$ cat config.mk
export PLATFORM = sky130hd
export DESIGN_NAME = load_store_unit_flat
export DESIGN_NICKNAME = d
export VERILOG_FILES = /design/src/rtl/load_store_unit_if.sv /design/src/rtl/load_store_unit.sv /design/src/flat_wrapper.sv
export SDC_FILE = /design/constraint.sdc
export NUM_CORES = 1
export LEC_CHECK = 0
export BUFFER_PORTS_ARGS = -buffer_cell sky130_fd_sc_hd__clkbuf_2
export CAP_MARGIN = 20
export CORE_MARGIN = 8
export CORE_UTILIZATION = 55
export DETAILED_ROUTE_END_ITERATION = 7
export PLACE_DENSITY = 0.83
export SYNTH_ARGS = -nofsm -noshare
export SYNTH_HDL_FRONTEND = slang
export SYNTH_SLANG_ARGS = --single-unit
$ cat constraint.sdc
create_clock -name Clk -period 5.9 [get_ports Clk]
set_input_delay 0.295 -clock Clk [delete_from_list [all_inputs] [get_ports Clk]]
set_output_delay 0.295 -clock Clk [all_outputs]
set_load 0.02 [all_outputs]
$ cat src/rtl/load_store_unit_if.sv
// Request/response and data-memory port bundle between the execute stage,
// the load/store unit and the 128x32 data memory.
interface load_store_unit_if #(
    parameter int WORD_ADDR_W = 7
);
    logic                   ReqValid;
    logic                   ReqReady;
    logic                   ReqWrite;
    logic [1:0]             ReqSize;
    logic                   ReqUnsigned;
    logic [WORD_ADDR_W+1:0] ReqAddr;
    logic [31:0]            ReqData;

    logic                   RspValid;
    logic                   RspReady;
    logic [31:0]            RspData;
    logic                   RspErr;

    logic [WORD_ADDR_W-1:0] MemAddress;
    logic [31:0]            MemWriteData;
    logic                   MemRead;
    logic                   MemWrite;
    logic [31:0]            MemReadData;

    // Handshakes: a transfer happens on a rising edge where valid and ready are
    // both high; valid never waits on ready, and once raised the payload holds
    // until the transfer edge.
    modport slave (
        input  ReqValid, ReqWrite, ReqSize, ReqUnsigned, ReqAddr, ReqData,
        output ReqReady,
        output RspValid, RspData, RspErr,
        input  RspReady,
        output MemAddress, MemWriteData, MemRead, MemWrite,
        input  MemReadData
    );

    modport master (
        output ReqValid, ReqWrite, ReqSize, ReqUnsigned, ReqAddr, ReqData,
        input  ReqReady,
        input  RspValid, RspData, RspErr,
        output RspReady,
        input  MemAddress, MemWriteData, MemRead, MemWrite,
        output MemReadData
    );
endinterface

$ cat src/rtl/load_store_unit.sv
// Load/store stage in front of a word-addressed registered-read memory:
// lane extraction with extension, read-modify-write sub-word stores, alignment checks.
module load_store_unit #(
    parameter int WORD_ADDR_W = 7
) (
    input  logic             Clk,
    input  logic             ResetN,
    load_store_unit_if.slave bus,
    output logic [2:0]       dbg_state
);
    localparam int BAW = WORD_ADDR_W + 2;

    typedef enum logic [2:0] {
        IDLE  = 3'd0,
        READ  = 3'd1,
        MERGE = 3'd2,
        WRITE = 3'd3,
        RESP  = 3'd4
    } state_e;

    state_e                 state_q, state_d;
    logic                   req_ready_q, req_ready_d;
    logic                   rsp_valid_q, rsp_valid_d;
    logic [31:0]            rsp_data_q, rsp_data_d;
    logic                   rsp_err_q, rsp_err_d;
    logic [WORD_ADDR_W-1:0] mem_addr_q, mem_addr_d;
    logic [31:0]            mem_wdata_q, mem_wdata_d;
    logic                   mem_read_q, mem_read_d;
    logic                   mem_write_q, mem_write_d;
    logic                   write_q, write_d;
    logic [1:0]             size_q, size_d;
    logic                   unsigned_q, unsigned_d;
    logic [1:0]             lane_q, lane_d;
    logic [15:0]            data_q, data_d;

    logic        accept;
    logic        req_err;
    logic [7:0]  lane_byte;
    logic [15:0] lane_half;
    logic [31:0] load_val;
    logic [31:0] merged;

    assign accept  = bus.ReqValid & req_ready_q;
    assign req_err = (bus.ReqSize == 2'b11)
                   | ((bus.ReqSize == 2'b01) & bus.ReqAddr[0])
                   | ((bus.ReqSize == 2'b10) & (bus.ReqAddr[1:0] != 2'b00));

    // Lane datapath, driven by the captured request and the memory read word.
    always_comb begin
        lane_byte = bus.MemReadData[{lane_q, 3'b000} +: 8];
        lane_half = bus.MemReadData[{lane_q[1], 4'b0000} +: 16];
        load_val  = bus.MemReadData;
        merged    = bus.MemReadData;
        case (size_q)
            2'b00: begin
                load_val = {{24{lane_byte[7] & ~unsigned_q}}, lane_byte};
                merged[{lane_q, 3'b000} +: 8] = data_q[7:0];
            end
            2'b01: begin
                load_val = {{16{lane_half[15] & ~unsigned_q}}, lane_half};
                merged[{lane_q[1], 4'b0000} +: 16] = data_q;
            end
            default: begin
                load_val = bus.MemReadData;
                merged   = bus.MemReadData;
            end
        endcase
    end

    always_comb begin
        state_d     = state_q;
        rsp_valid_d = rsp_valid_q;
        rsp_data_d  = rsp_data_q;
        rsp_err_d   = rsp_err_q;
        mem_addr_d  = mem_addr_q;
        mem_wdata_d = mem_wdata_q;
        mem_read_d  = 1'b0;
        mem_write_d = 1'b0;
        write_d     = write_q;
        size_d      = size_q;
        unsigned_d  = unsigned_q;
        lane_d      = lane_q;
        data_d      = data_q;

        case (state_q)
            IDLE: begin
                if (accept) begin
                    write_d    = bus.ReqWrite;
                    size_d     = bus.ReqSize;
                    unsigned_d = bus.ReqUnsigned;
                    lane_d     = bus.ReqAddr[1:0];
                    data_d     = bus.ReqData[15:0];
                    mem_addr_d = bus.ReqAddr[BAW-1:2];
                    rsp_data_d = 32'h0;
                    rsp_err_d  = 1'b0;
                    if (req_err) begin
                        // Rejected requests answer at once and never touch memory.
                        state_d     = RESP;
                        rsp_valid_d = 1'b1;
                        rsp_err_d   = 1'b1;
                    end else if (bus.ReqWrite && (bus.ReqSize == 2'b10)) begin
                        state_d     = WRITE;
                        mem_write_d = 1'b1;
                        mem_wdata_d = bus.ReqData;
                    end else begin
                        state_d    = READ;
                        mem_read_d = 1'b1;
                    end
                end
            end
            READ: begin
                state_d = MERGE;
            end
            MERGE: begin
                if (write_q) begin
                    state_d     = WRITE;
                    mem_write_d = 1'b1;
                    mem_wdata_d = merged;
                end else begin
                    state_d     = RESP;
                    rsp_valid_d = 1'b1;
                    rsp_data_d  = load_val;
                    rsp_err_d   = 1'b0;
                end
            end
            WRITE: begin
                state_d     = RESP;
                rsp_valid_d = 1'b1;
                rsp_data_d  = 32'h0;
                rsp_err_d   = 1'b0;
            end
            RESP: begin
                if (bus.RspReady) begin
                    state_d     = IDLE;
                    rsp_valid_d = 1'b0;
                end
            end
            default: begin
                state_d     = IDLE;
                rsp_valid_d = 1'b0;
            end
        endcase

        req_ready_d = (state_d == IDLE);
    end

    always_ff @(posedge Clk or negedge ResetN) begin
        if (!ResetN) begin
            state_q     <= IDLE;
            req_ready_q <= 1'b0;
            rsp_valid_q <= 1'b0;
            rsp_data_q  <= 32'h0;
            rsp_err_q   <= 1'b0;
            mem_addr_q  <= '0;
            mem_wdata_q <= 32'h0;
            mem_read_q  <= 1'b0;
            mem_write_q <= 1'b0;
            write_q     <= 1'b0;
            size_q      <= 2'b00;
            unsigned_q  <= 1'b0;
            lane_q      <= 2'b00;
            data_q      <= 16'h0;
        end else begin
            state_q     <= state_d;
            req_ready_q <= req_ready_d;
            rsp_valid_q <= rsp_valid_d;
            rsp_data_q  <= rsp_data_d;
            rsp_err_q   <= rsp_err_d;
            mem_addr_q  <= mem_addr_d;
            mem_wdata_q <= mem_wdata_d;
            mem_read_q  <= mem_read_d;
            mem_write_q <= mem_write_d;
            write_q     <= write_d;
            size_q      <= size_d;
            unsigned_q  <= unsigned_d;
            lane_q      <= lane_d;
            data_q      <= data_d;
        end
    end

    assign bus.ReqReady     = req_ready_q;
    assign bus.RspValid     = rsp_valid_q;
    assign bus.RspData      = rsp_data_q;
    assign bus.RspErr       = rsp_err_q;
    assign bus.MemAddress   = mem_addr_q;
    assign bus.MemWriteData = mem_wdata_q;
    assign bus.MemRead      = mem_read_q;
    assign bus.MemWrite     = mem_write_q;
    assign dbg_state        = state_q;
endmodule

$ cat src/flat_wrapper.sv
// flat-port wrapper written by rule: the top's interface ports become plain ports
module load_store_unit_flat 
#(
    parameter int WORD_ADDR_W = 7
)
  (Clk, ResetN, dbg_state, bus_ReqValid, bus_ReqWrite, bus_ReqSize, bus_ReqUnsigned, bus_ReqAddr, bus_ReqData, bus_ReqReady, bus_RspValid, bus_RspData, bus_RspErr, bus_RspReady, bus_MemAddress, bus_MemWriteData, bus_MemRead, bus_MemWrite, bus_MemReadData);
  load_store_unit_if #(.WORD_ADDR_W(WORD_ADDR_W)) bus_i ();
  input  logic Clk;
  input  logic ResetN;
  output logic [2:0] dbg_state;
  input wire logic [$bits(bus_i.ReqValid)-1:0] bus_ReqValid;
  input wire logic [$bits(bus_i.ReqWrite)-1:0] bus_ReqWrite;
  input wire logic [$bits(bus_i.ReqSize)-1:0] bus_ReqSize;
  input wire logic [$bits(bus_i.ReqUnsigned)-1:0] bus_ReqUnsigned;
  input wire logic [$bits(bus_i.ReqAddr)-1:0] bus_ReqAddr;
  input wire logic [$bits(bus_i.ReqData)-1:0] bus_ReqData;
  output wire logic [$bits(bus_i.ReqReady)-1:0] bus_ReqReady;
  output wire logic [$bits(bus_i.RspValid)-1:0] bus_RspValid;
  output wire logic [$bits(bus_i.RspData)-1:0] bus_RspData;
  output wire logic [$bits(bus_i.RspErr)-1:0] bus_RspErr;
  input wire logic [$bits(bus_i.RspReady)-1:0] bus_RspReady;
  output wire logic [$bits(bus_i.MemAddress)-1:0] bus_MemAddress;
  output wire logic [$bits(bus_i.MemWriteData)-1:0] bus_MemWriteData;
  output wire logic [$bits(bus_i.MemRead)-1:0] bus_MemRead;
  output wire logic [$bits(bus_i.MemWrite)-1:0] bus_MemWrite;
  input wire logic [$bits(bus_i.MemReadData)-1:0] bus_MemReadData;
  assign bus_i.ReqValid = bus_ReqValid;
  assign bus_i.ReqWrite = bus_ReqWrite;
  assign bus_i.ReqSize = bus_ReqSize;
  assign bus_i.ReqUnsigned = bus_ReqUnsigned;
  assign bus_i.ReqAddr = bus_ReqAddr;
  assign bus_i.ReqData = bus_ReqData;
  assign bus_ReqReady = bus_i.ReqReady;
  assign bus_RspValid = bus_i.RspValid;
  assign bus_RspData = bus_i.RspData;
  assign bus_RspErr = bus_i.RspErr;
  assign bus_i.RspReady = bus_RspReady;
  assign bus_MemAddress = bus_i.MemAddress;
  assign bus_MemWriteData = bus_i.MemWriteData;
  assign bus_MemRead = bus_i.MemRead;
  assign bus_MemWrite = bus_i.MemWrite;
  assign bus_i.MemReadData = bus_MemReadData;
  load_store_unit #(.WORD_ADDR_W(WORD_ADDR_W)) u_core (.Clk(Clk), .ResetN(ResetN), .bus(bus_i), .dbg_state(dbg_state));
endmodule
==> reports/qor.csv, run 1 <==
metric,value,unit
outcome,"finished, final reports clean",
fin_ws,3.046,ns
wl_per_cell,22.99,um
totalWireLength,19960,um
antenna_cells,0,
fill_cells,827,
firstDrtPassIters,6,
yosysWarningCount,0,
antenna_found_initial,0,
grt_start_max_net_pins,70,
post_cts_resized,0,
netlist_instances,599,
ys_async_sr_fraction,100.0,%
cts_tree,done,
cap_violations,0,
port_buffers,159,
arrival,3.18,ns
drtIter0Drc,653,
area_growth,17.06,%
antenna_left,0,
num_vias,5804,
initial_utilization,56.35,%
synth-seq-cells,101,
grt_pass1_wl,30530,um
root_buffer,clkbuf_8,
clock_latency,0.39,ns
die_y,121.4,um
synthDistinctLibCells,56,
cts_max_path_buffers,2,
vias_per_cell,6.687,
worst_ep_required_time,6.23,ns
place_congestion,0.9223,
min_path_type,input port to flip-flop,
die_area,14730,um2
ys_seq_area_share,41.38,%
cts_hold_buf,1,
synth-edff-count,0,
finalNetCount,809,
clk_transition_reported_paths,0.10,ns
dp.cells,849,
grt_overflow_total,0,
die_x,121.4,um
cts_sinks,101,
max_slew.worst_pin.slew,1.050,ns
final.setup.tns,0,ns
critPathLaunchType,flip-flop,
endpoint_kind,flip-flop,
grt_pass1_vias,5721,
leakage,3.207,nW
max-slew-margin-rel,29.76,%
fmax,350.4,MHz
slew_viol_final,0,
path_class,flip-flop to flip-flop,
cts_max_level,3,
track_usage,26.42,%
cts_buffers,9,
synth_nets,685,
hold_viol,0,
period_share,48.37,%
ir_drop,0.0003128,V
coreArea,10840,um2
postCtsSetupBuffers,0,
clock_skew,0.01369,ns
synth.cell_area,6108,um2
worstPathMaxFanout,16,
stdcell_count,868,
finalCriticalPeriod,2.854,ns
dpl_worst_slack,2.736,ns
rows,38,
drive_gt1_share,34.34,%
post_synth.cell_area_avg,10.20,um2
ys.flop_type,dfrtp_1,
power_density,545.3,nW/um2
setup_violations,0,
io-pin-count,160,
rsz0062_at_grt,no,
drc,0,
hpwlAfterDp,14040,um
## metal layers
layer | share of wire, % | track usage (%) | up-vias
met5 | 0 | 0 | -
met4 | 3.9 | 13.88 | 0
met3 | 11 | 5.724 | 66
met2 | 47 | 41.67 | 380
met1 | 39 | 33.39 | 2817
li1 | - | - | 2541
## cell type report
cell class                      count  area [um2]  share of cell area [%]
Clock buffer                       10       127.6                   1.785
Clock inverter                      6       78.83                   1.102
Inverter                           13       50.05                  0.6999
Multi-Input combinational cell    429        3273                   45.77
Sequential cell                   101        2530                   35.38
Tap cell                          140       175.2                   2.450
Timing Repair Buffer              169       915.9                   12.81
## report_power, final
part / switching [mW] / internal (mW)
clock: 0.270 / 0.206
combinational: 1.26 / 0.849
sequential: 0.335 / 0.983
## flip-flops by register name, summed over array words and instances (netlist names)
signal                   count
u_core.lane_q                2
u_core.write_q               1
u_core.bus.RspValid          1
u_core.unsigned_q            1
u_core.bus.MemWriteData     32
u_core.bus.MemWrite          1
u_core.dbg_state             3
u_core.bus.RspErr            1
u_core.bus.MemAddress        7
u_core.size_q                2
u_core.bus.ReqReady          1
u_core.bus.RspData          32
u_core.data_q               16
u_core.bus.MemRead           1
## final timing paths
path	start	endpoint	slack (ns)	cells after the start
setup / recovery	u_core.lane_q[0]$_DFFE_PN0P_	u_core.bus.MemWriteData[16]$_DFFE_PN0P_	3.05	6
hold / removal	bus_ReqAddr[2]	u_core.bus.MemAddress[0]$_DFFE_PN0P_	0.14	2
setup reg to reg	u_core.lane_q[0]$_DFFE_PN0P_	u_core.bus.MemWriteData[16]$_DFFE_PN0P_	3.05	6
hold reg to reg	u_core.bus.RspValid$_DFFE_PN0P_	u_core.bus.RspValid$_DFFE_PN0P_	0.50	1
max in group asynchronous	ResetN	u_core.size_q[1]$_DFFE_PN0P_	4.27	3
min in group asynchronous	ResetN	u_core.bus.RspData[31]$_DFFE_PN0P_	0.41	2
## cell usage in the layout (no fill, tap or decap), types with 5 or more instances in the layout
master       n
mux2_2      35
o22ai_1      7
and3b_1     12
a211oi_1     8
mux2_4       5
clkbuf_2   158
o31ai_1      8
a21oi_1     35
buf_4        8
a31oi_1     23
a311oi_2     5
mux4_2       8
inv_1       12
clkbuf_8     9
nand2_1      6
o2bb2ai_1   16
a22o_1      18
nand3_1     16
nor3b_1      9
nor2b_1     31
a221o_1     23
and2_1       9
o21ai_0     39
ha_1         5
nand2b_1     5
nor4b_1      8
o211ai_1    17
nor2_1      44
a221oi_1     8
dfrtp_1     99
## through the flow
step,util [%],hold WS (ns),instance area [um2],power [mW]
finish,65.96,0.1398,7151,3.899
global route,65.96,0.1269,7151,4.118
global placement,63.46,0.2988,6879,3.281
floorplan,-,-0.0005911,6108,2.755
detailed placement,63.46,0.3124,6879,3.353
CTS,65.45,0.1315,7096,3.828
## kinds of logic (layout without fill, tap and decap cells)
kind of cell / Yosys count / after routing / synth area share (%)
mux: 50 / 50 / 10.96
compound gates: 219 / 219 / 26.10
fa+ha+maj: 5 / 5 / 1.024
flops: 101 / 101 / 41.38
buf+inv: 69 / 198 / 5.141
simple gates: 155 / 155 / 15.40
## worst max-delay path, cell delays in order (launching register included)
cell and delay, ns:
dfrtp_1 0.79, inv_1 0.27, ha_1 0.45, nor3b_1 0.76, a31oi_1 0.17, o211ai_1 0.21
a22o_1 0.15
## Yosys cell counts (6+ instances only)
master	instances	area share (%)
buf_2	13	1.1
nor2_1	44	2.7
nor4b_1	8	1.1
o211ai_1	17	2.1
a31oi_1	23	2.4
a221oi_1	8	1.1
and2_1	9	0.92
inv_1	12	0.74
mux4_2	8	2.9
nand3_1	16	1.3
clkbuf_1	34	2.1
and3b_1	12	1.7
nor3b_1	9	1.1
o22ai_1	7	0.72
mux2_2	35	6.5
nand2_1	6	0.37
dfrtp_1	101	41
o21ai_0	39	3.2
a221o_1	23	3.8
a211oi_1	8	0.98
a22o_1	18	2.6
o31ai_1	8	0.98
nor2b_1	31	3.2
a21oi_1	35	2.9
o2bb2ai_1	16	2.3
Note: power is estimated with default switching activity, not from simulation.
==> run 2: changes to the inputs <==
CORE_UTILIZATION = 49   (was 55)
PLACE_DENSITY = 0.78   (was 0.83)
clock period = 2.5 ns   (was 5.9 ns; I/O delays follow)
==> reports/qor.csv, run 2 (synthesis gave the netlist of run 1 again) <==
metric,value,unit,change
outcome,"finished, final reports clean",,
rows,40,,+5.3%
clock_latency,0.36,ns,-0.03 ns
track_usage,25.53,%,-0.89 points
reg2reg_from,u_core.dbg_state[0]$_DFF_PN0_,,
whs,0.01442,ns,-0.1254 ns
drc,0,,unchanged
drive_gt1_share,35.76,%,+1.4 points
coreArea,12110,um2,+12%
cap_violations,0,,unchanged
grt_start_max_net_pins,59,,-16%
firstDrtPassIters,5,,-1
r2r_end,u_core.bus.RspData[29]$_DFFE_PN0P_,,
worst_ep_required_time,2.79,ns,-3.44 ns
path_class,flip-flop to flip-flop,,
ir_drop,0.0008186,V,+160%
min_from,bus_ReqData[3],,
power.total,9.709,mW,+150%
reg2regPathDepth,5,,-1
num_vias,5815,,+0.19%
rrSetupSlack,0.33,ns,-2.72 ns
cts_max_path_buffers,2,,unchanged
hpwlAfterDp,15140,um,+7.8%
clk_transition_reported_paths,0.07,ns,-0.03 ns
final.setup.tns,0,ns,unchanged
setup_violations,0,,unchanged
totalWireLength,20760,um,+4.0%
power_density,1297,nW/um2,+140%
hold_viol,0,,unchanged
cts_sinks,101,,unchanged
final_common_cell,clkbuf_2,,
antenna_left,0,,unchanged
arrival,2.46,ns,-0.72 ns
cts_tree,done,,
finalNetCount,836,,+3.3%
layout_common_cells,"clkbuf_2, dfrtp_1, nor2_1",,
fin_util,61.79,%,-4.2 points
die_x,127.7,um,+5.2%
io-pin-count,160,,unchanged
vias_per_cell,6.300,,-5.8%
finalCriticalPeriod,2.170,ns,-0.6837 ns
rsz0062_at_grt,no,,
area_growth,22.51,%,
dp.cells,898,,+5.8%
critPathLaunchType,flip-flop,,
endpoint_kind,flip-flop,,
fmax,460.8,MHz,+32%
worstPathMaxFanout,16,,unchanged
slew_viol_final,0,,unchanged
max-slew-margin-rel,40.64,%,+11 points
grt_overflow_total,0,,unchanged
cts_buffers,9,,unchanged
hold_depth,2,,unchanged
period_share,86.80,%,+38 points
antenna_found_initial,0,,unchanged
initial_utilization,50.43,%,-5.9 points
antenna_cells,0,,unchanged
min_path_type,input port to flip-flop,,
die_area,16290,um2,+11%
postCtsSetupBuffers,0,,unchanged
port_buffers,159,,unchanged
clock_skew,0.007143,ns,-0.006546 ns
die_y,127.7,um,+5.2%
drtIter0Drc,534,,-18%
wl_per_cell,22.49,um,-2.2%
min_to,u_core.data_q[3]$_DFFE_PN0P_,,
stdcell_count,923,,+6.3%
place_congestion,0.9080,,-1.6%
leakage,3.371,nW,+5.1%
grt_pass1_vias,6025,,+5.3%
cts_max_level,3,,unchanged
grt_pass1_wl,32620,um,+6.9%
max_slew.worst_pin.slew,0.8838,ns,-0.1659 ns
root_buffer,clkbuf_16,,
run 2: cell type report:
| class | instances | area (um2) |
|---|---|---|
| Clock buffer | 10 | 239.0 |
| Clock inverter | 6 | 70.07 |
| Multi-Input combinational cell | 429 | 3273 |
| Tap cell | 168 | 210.2 |
| Timing Repair Buffer | 196 | 1111 |
| Fill cell | 1040 | 4628 |
| Sequential cell | 101 | 2530 |
| Inverter | 13 | 50.05 |
run 2: how the worst max path moves through the flow:
stage	slack (ns)	end	from	cells past startpoint
2_1_floorplan	0.24	u_core.bus.MemWriteData[23]$_DFFE_PN0P_	u_core.lane_q[1]$_DFFE_PN0P_	8
3_3_place_gp	0.46	u_core.bus.RspData[21]$_DFFE_PN0P_	u_core.dbg_state[0]$_DFF_PN0_	5
3_5_place_dp	0.35	u_core.bus.RspData[29]$_DFFE_PN0P_	u_core.dbg_state[2]$_DFF_PN0_	5
4_1_cts	0.35	u_core.bus.RspData[29]$_DFFE_PN0P_	u_core.dbg_state[0]$_DFF_PN0_	5
5_1_grt	0.21	u_core.bus.MemWriteData[5]$_DFFE_PN0P_	u_core.size_q[0]$_DFFE_PN0P_	5
6_report	0.33	u_core.bus.RspData[29]$_DFFE_PN0P_	u_core.dbg_state[0]$_DFF_PN0_	5
run 2: timing repair:
item,CTS,global route
hold buffers,9,0
resized for setup,0,0
endpoints found under the hold margin,65,0
run 2: critical path: stages, from the launching register on:
cell	delay, ns
dfrtp_1	0.40
buf_4	0.19
nor2_2	0.21
nand3_2	0.26
nor4_4	0.80
a221o_1	0.22
run 2: per-layer routing:
layer / wire (um) / global-route usage, %
met5: 0 / 0
met4: 613 / 11.33
met3: 1870 / 7.779
met2: 9651 / 40.69
met1: 8625 / 31.30
run 2: metrics by stage:
step,cell area (um2),worst slack [ns]
after floorplan,6108,0.2408
after global placement,7084,0.4643
after detailed placement,7084,0.3489
after CTS,7483,0.3500
after global routing,7483,0.2062
final,7483,0.3300
run 2: power breakdown:
group / switching (mW) / total, mW / internal, mW
registers: 0.699 / 3.02 / 2.33
clock network: 0.657 / 1.47 / 0.813
logic: 3.12 / 5.21 / 2.10
total: 4.47 / 9.71 / 5.24
